<file path="src/rtl/vga_rd_dma.sv">
// Read-side frame-buffer DMA: streams one IMG_W x IMG_H image as a valid/ready pixel stream.
// Optional sof/eol stream markers are enabled by defining VGA_RD_MARKERS_EN.
module vga_rd_dma #(
    parameter int IMG_W = 256,
    parameter int IMG_H = 256,
    parameter int FB_W  = 512,
    parameter int AW    = 17,
    parameter int DW    = 8
) (
    input  logic          clk,
    input  logic          rst_n,
    input  logic          start,
    input  logic          src_sel,
    output logic          rd_en,
    output logic [AW-1:0] raddr,
    input  logic [DW-1:0] rdata,
    output logic [DW-1:0] pix_data,
    output logic          pix_valid,
    input  logic          pix_ready,
    output logic          busy,
    output logic          done
`ifdef VGA_RD_MARKERS_EN
    ,
    output logic          sof,
    output logic          eol
`endif
);

    localparam int CW = (IMG_W > 1) ? $clog2(IMG_W) : 1;
    localparam int RW = (IMG_H > 1) ? $clog2(IMG_H) : 1;
`ifdef VGA_RD_MARKERS_EN
    localparam int EW = DW + 2;
`else
    localparam int EW = DW;
`endif
    localparam logic [AW-1:0] ROW_STEP = AW'(FB_W - IMG_W + 1);
    localparam logic [CW-1:0] COL_LAST = CW'(IMG_W - 1);
    localparam logic [RW-1:0] ROW_LAST = RW'(IMG_H - 1);

    typedef enum logic [1:0] {IDLE, RUN, DRAIN} state_t;

    state_t        state;
    logic [CW-1:0] col;
    logic [RW-1:0] row;
    logic          inflight;
    logic [1:0]    count;
    logic [1:0]    count_nxt;
    logic [2:0]    occ;
    logic          wr_ptr;
    logic          rd_ptr;
    logic [EW-1:0] mem [2];
    logic [EW-1:0] wr_data;
    logic [EW-1:0] head;
    logic          push;
    logic          pop;
    logic          last_rd;

    assign pix_valid = (count != 2'd0);
    assign pop       = pix_valid & pix_ready;
    assign push      = inflight;
    assign busy      = (state != IDLE);

    // Occupancy seen by the issue logic: stored + in flight, net of this cycle's pop.
    assign occ       = {1'b0, count} + {2'b0, inflight} - {2'b0, pop};
    assign rd_en     = (state == RUN) && (occ < 3'd2);
    assign last_rd   = rd_en && (col == COL_LAST) && (row == ROW_LAST);
    assign count_nxt = count + {1'b0, push} - {1'b0, pop};

    assign head      = mem[rd_ptr];
    assign pix_data  = head[DW-1:0];

`ifdef VGA_RD_MARKERS_EN
    logic sof_q;
    logic eol_q;

    always_ff @(posedge clk or negedge rst_n) begin
        if (!rst_n) begin
            sof_q <= 1'b0;
            eol_q <= 1'b0;
        end else begin
            sof_q <= rd_en && (row == '0) && (col == '0);
            eol_q <= rd_en && (col == COL_LAST);
        end
    end

    assign wr_data = {sof_q, eol_q, rdata};
    assign sof     = head[DW+1];
    assign eol     = head[DW];
`else
    assign wr_data = rdata;
`endif

    always_ff @(posedge clk or negedge rst_n) begin
        if (!rst_n) begin
            state    <= IDLE;
            raddr    <= '0;
            col      <= '0;
            row      <= '0;
            done     <= 1'b0;
            inflight <= 1'b0;
        end else begin
            done     <= 1'b0;
            inflight <= rd_en;
            unique case (state)
                IDLE: begin
                    if (start) begin
                        raddr <= src_sel ? AW'(IMG_W) : '0;
                        col   <= '0;
                        row   <= '0;
                        state <= RUN;
                    end
                end
                RUN: begin
                    if (rd_en) begin
                        if (col == COL_LAST) begin
                            raddr <= raddr + ROW_STEP;
                            col   <= '0;
                            row   <= row + RW'(1);
                        end else begin
                            raddr <= raddr + AW'(1);
                            col   <= col + CW'(1);
                        end
                    end
                    if (last_rd) state <= DRAIN;
                end
                DRAIN: begin
                    if (count_nxt == 2'd0 && !inflight) begin
                        done  <= 1'b1;
                        state <= IDLE;
                    end
                end
                default: state <= IDLE;
            endcase
        end
    end

    always_ff @(posedge clk or negedge rst_n) begin
        if (!rst_n) begin
            count  <= 2'd0;
            wr_ptr <= 1'b0;
            rd_ptr <= 1'b0;
            for (int i = 0; i < 2; i++) mem[i] <= '0;
        end else begin
            if (push) begin
                mem[wr_ptr] <= wr_data;
                wr_ptr      <= ~wr_ptr;
            end
            if (pop) rd_ptr <= ~rd_ptr;
            count <= count_nxt;
        end
    end

    // The issue throttle makes a push into a full FIFO impossible.
    always_ff @(posedge clk) begin
        if (rst_n) assert (!(push && !pop && count == 2'd2));
    end

endmodule

</file>
<file path="config.mk">
export PLATFORM = sky130hd
export DESIGN_NAME = vga_rd_dma
export DESIGN_NICKNAME = d
export VERILOG_FILES = /design/src/rtl/vga_rd_dma.sv
export SDC_FILE = /design/constraint.sdc
export NUM_CORES = 1
export LEC_CHECK = 0
export CORE_MARGIN = 4
export CORE_UTILIZATION = 35
export CTS_CLUSTER_SIZE = 24
export DETAILED_ROUTE_END_ITERATION = 10
export GPL_TIMING_DRIVEN = 0
export HOLD_SLACK_MARGIN = 0.05
export SYNTH_ARGS = -nofsm -noshare
export SYNTH_HDL_FRONTEND = slang
export SYNTH_SLANG_ARGS = --single-unit
</file>
<file path="constraint.sdc">
create_clock -name clk -period 6.7 [get_ports clk]
set_input_delay 1.34 -clock clk [delete_from_list [all_inputs] [get_ports clk]]
set_output_delay 1.34 -clock clk [all_outputs]
set_load 0.03 [all_outputs]
</file>
Word-level counts from Yosys, hierarchy flattened
Cells that the tools add are included.
Storage, ports and cells
  flip-flop bits (word level): 57
  bits of input ports: 13
  output and inout port bits: 29
  word-level logic and storage cells: 75
Operators by class
  $add $sub $neg: 8
  magnitude comparators: 4
  eq/ne operators: 9
  muxes and demuxes: 24
  bitwise logic cells: 5
  reductions and logical operators: 14
Operator list (number)
  8-bit two-way mux: 9
  17-bit two-way mux: 3
  17-bit case mux with 2 select lines: 1
  8-bit case mux with 2 select lines: 2
  17-bit by 1-bit adder with 17-bit output, second input constant: 1
  17-bit by 9-bit adder with 17-bit output, second input constant: 1
  8-bit by 1-bit adder with 8-bit output, second input constant: 2
  16-bit bitwise mux: 1
  8-bit equality test, second input constant: 2
  9-bit two-way mux: 1
  8-bit demux with 1-bit select: 1
  2-bit inequality test, second input constant: 4
  2-bit two-way mux: 3
  2-bit case mux with 3 select lines: 1
  3-bit AND reduction: 2
  2-bit nonzero test: 3
  1-bit logical AND: 5
  2-bit greater-or-equal comparator, second input constant: 2
  2-bit logical NOT: 2
  1-bit NOT with 2-bit output: 2
  4-bit AND reduction: 1
  2-bit by 1-bit adder with 3-bit output: 1
  3-bit by 2-bit < comparator with 1-bit output, second input constant: 1
  3-bit by 1-bit subtractor with 3-bit output: 1
  other kinds (10): 12

Depth between registers and ports, before layout
  word-level depth: 9
  mapped depth: 13
  gate-level depth less buffers: 11

Worst setup path before layout
Ideal clock, no wire load.
  kind: input to output
  start: in pix_ready
  end: out rd_en
  arrival time: 3.124 ns
  required time: 5.360 ns
  slack: 2.236 ns
  stages on the path: 8
  path buffers: 0
  path through: and2_1 -> ha_1 -> inv_1 -> ha_1 -> fa_1 -> nor3b_2 -> nand2_1 -> inv_1
Between the ends
  word-level cells in the longest chain between the ends: 4
RTL lines
  start: declaration: RTL line 19  | input logic pix_ready,
  1-bit bitwise AND: RTL line 59  | assign pop = pix_valid & pix_ready;
  3-bit by 1-bit subtractor with 3-bit output: RTL line 64  | assign occ = {1'b0, count} + {2'b0, inflight} - {2'b0, pop};
  3-bit by 2-bit < comparator with 1-bit output: RTL line 65  | assign rd_en = (state == RUN) && (occ < 3'd2);
  1-bit logical AND: RTL line 65
  end: declaration: RTL line 14  | output logic rd_en,
Every way passes these cells.

Worst setup path in the final report
  start: in pix_ready
  end: out rd_en
Between the ends
  word-level cells in the longest chain between the ends: 4
RTL lines
  1-bit bitwise AND: RTL line 59
  named net pop: RTL line 55  | logic pop;
  3-bit by 1-bit subtractor with 3-bit output: RTL line 64
  3-bit by 2-bit < comparator with 1-bit output: RTL line 65
  1-bit logical AND: RTL line 65
The timed path passes the listed nets, and every way through them passes these cells.

==> results.cfg <==
[logic_synthesis]
synthesis.nets = 297
async_flop_share = 1.000
syn_area_per_cell_um2 = 10.47
synth_area_um2 = 2899
synthCells = 277
synth_flop_cell = dfrtp_1
synth_edf_count = 0
synth-seq-area-share = 0.4920
synth_seq_cells = 57
synth_cell_type_count = 47
synth_warnings = 0

[critical_path]
slowest_stage = clkdlybuf4s50_1
crit_type = input pin to primary output
max_stage_delay_ns = 0.69
path_max_fanout = 7
worst_setup_path_end_kind = primary output
required_ns = 5.36
start_kind = input pin
rr_worst_depth = 13
critPathTopFamily = buffers and inverters
arrival_ns = 4.29
path_cells = clkdlybuf4s50_1, and2_1, ha_1, inv_1, ha_1, fa_1, nor3b_2, nand2_1, inv_1, clkdlybuf4s50_1
critPathBufInv = 4
worst-path-stages = 10

[global_routing]
grt_max_degree = 34
grt_pass1_wl_mm = 11.38
grt_overflow = 0
antenna_found_initial = 0
grt_pass1_vias = 2304
grt.total_usage = 0.1464

[final_layout]
fin_area_um2 = 3647
seqCellArea_um2 = 1426
final_util = 0.4624
drive_gt1_frac = 0.1582
multi_input_area_um2 = 1398
stdcell_count = 437
syn_to_final_growth_pct = 25.81
fin_nets = 350
antenna_cells = 0
fill_cells = 744

[timing]
finalCritPeriodShare = 0.8404
setup_viol = 0
finalHoldWorstSlack_ns = 0.5033
period_minus_slack_ns = 5.630
setup_ws_ns = 1.070
rsz0062_at_grt = false
fin_skew_ns = 0.009711
drv_slew = 0
hold_viol = 0
tightest_slew_ns = 0.6896
relSlewSlack = 0.5381
fmax_ghz = 0.1776
fin_tns_setup_ns = 0

[clock_tree]
cts-resized-gates = 0
h-tree-depth = 3
cts_made_buffers = 9
cts_root_buf = clkbuf_8
clk_latency_ns = 0.34
hold_buffers = 0
post_cts_buffers = 0
cts_sinks = 57
path_clk_slew_ns = 0.07
clock_path_buffers = 2
cts_tree = done

[power_and_ir_drop]
p_per_area_nw_per_um2 = 447.0
leakagePower_nw = 1.476
vdd_ir_drop_max_mv = 0.1420
power_mw = 1.630

[placement]
dp_cells = 421
portBuffers = 41
place_congestion = 0.7730
hpwlAfterDp_mm = 4.896
place_area_um2 = 3452
post-place-ws_ns = 1.034

[detailed_routing]
totalWireLength_mm = 6.774
vias = 2367
vias_per_cell = 5.416
routedWlPerCell_um = 15.50
drc = 0
drt_iter0_drc = 71
final_antenna_net_count = 0
dr.pass1.iters = 4

[run_status]
status = completed

[hold_path]
whs_path_depth = 1
worstHoldPathType = flop to flop

[die]
start_util = 0.3675
rows = 32
fp.dieW_um = 99.01
io_pins = 42
die_area_um2 = 9803
coreArea_um2 = 7888
die_h_um = 99.01

[job]
max_cap_violations = 0
==> cells by family after synthesis <==
logic type,Yosys count,share of synthesized area
DFF,57,0.4920
buffers and inverters,19,0.02589
and+or+nand+nor,98,0.1860
muxes,26,0.1001
adders and majority gates,7,0.03280
AOI/OAI and AO/OA,63,0.1394
xor gates and xnor gates,7,0.02374
==> cell usage after synthesis, types with 2 or more instances <==
cell type / count / share of area
dfrtp_1: 57 / 0.49
mux2_2: 24 / 0.093
nand2_1: 22 / 0.028
nand3_1: 17 / 0.029
a21oi_1: 16 / 0.028
o21ai_0: 13 / 0.022
o31ai_1: 13 / 0.034
nor2_1: 12 / 0.016
or4_1: 10 / 0.026
inv_1: 8 / 0.010
clkbuf_1: 7 / 0.0091
a31oi_1: 6 / 0.013
ha_1: 6 / 0.026
nor3_1: 5 / 0.0086
a31o_2: 4 / 0.012
nand2b_1: 4 / 0.0086
nor3b_1: 4 / 0.010
or3_1: 4 / 0.0086
xnor2_1: 4 / 0.012
and3_1: 3 / 0.0065
and4_1: 3 / 0.0091
buf_2: 3 / 0.0052
nor2b_1: 3 / 0.0065
nor4_1: 3 / 0.0065
mux2i_1: 2 / 0.0069
nand4_1: 2 / 0.0043
xor2_1: 2 / 0.0060
==> worst register-to-register path, delay by kind of cell (launching register included) <==
family	cells	cell delay [ns]
AND/OR/NAND/NOR	3	0.39
AO/OA/AOI/OAI	3	0.57
adder cells (fa/ha/maj)	3	1.13
flip-flops	1	0.43
buffers and inverters	4	1.06
==> final cells by class <==
class | instances | area share
buffer | 11 | 0.01235
clock buffer | 9 | 0.03396
clock inverter | 7 | 0.01955
inverter | 8 | 0.008233
multi-input combinational | 201 | 0.3832
sequential | 57 | 0.3911
tap | 102 | 0.03499
timing repair buffer | 42 | 0.1166
==> state kept, by name (all words and copies together), names as in the netlist <==
| name | flops |
|---|---|
| row | 8 |
| raddr | 17 |
| rd_ptr | 1 |
| mem | 16 |
| inflight | 1 |
| wr_ptr | 1 |
| count | 2 |
| state | 2 |
| col | 8 |
| done | 1 |
==> layout by cell type, fill, tap and decap left out, types with 2 or more instances in the layout <==
master and n:
dfrtp_1 57, clkdlybuf4s50_1 40, mux2_2 24, nand2_1 22
nand3_1 17, a21oi_1 16, o21ai_0 13, o31ai_1 13
nor2_1 12, or4_1 10, clkbuf_8 9, inv_1 8
clkbuf_1 7, a31oi_1 6, ha_1 6, nor3_1 5
buf_2 4, xnor2_1 4, nor3b_1 4, a31o_2 4
nand2b_1 4, or3_1 4, and3_1 3, nor2b_1 3
and4_1 3, nor4_1 3, clkinvlp_4 3, nand4_1 2
xor2_1 2, mux2i_1 2, clkinv_2 2
==> metal layers <==
layer | share of wire | vias up | GRT usage | routed length, µm
met2 | 0.45 | 55 | 0.2190 | 3039
met1 | 0.49 | 1167 | 0.2031 | 3342
met4 | 0.019 | 0 | 0.06933 | 127
met5 | 0 | - | 0 | 0
met3 | 0.039 | 9 | 0.02902 | 264
li1 | - | 1136 | - | -
==> worst paths after layout <==
check / from / end / slack [ns]
min reg2reg: wr_ptr$_DFFE_PN0P_ / wr_ptr$_DFFE_PN0P_ / 0.50
max in group asynchronous: rst_n / rd_ptr$_DFFE_PN0P_ / 5.10
max reg2reg: count[1]$_DFF_PN0_ / raddr[7]$_DFFE_PN0P_ / 3.07
min in group asynchronous: rst_n / col[0]$_DFFE_PN0P_ / 1.02
max: pix_ready / rd_en / 1.07
min: wr_ptr$_DFFE_PN0P_ / wr_ptr$_DFFE_PN0P_ / 0.50
==> where the power goes <==
part           internal, mW  leakage, nW  switching, mW
sequential            0.454        0.723         0.0829
clock                 0.171       0.0912          0.144
combinational         0.316        0.661          0.464
Note: power is estimated with default switching activity, not from simulation.
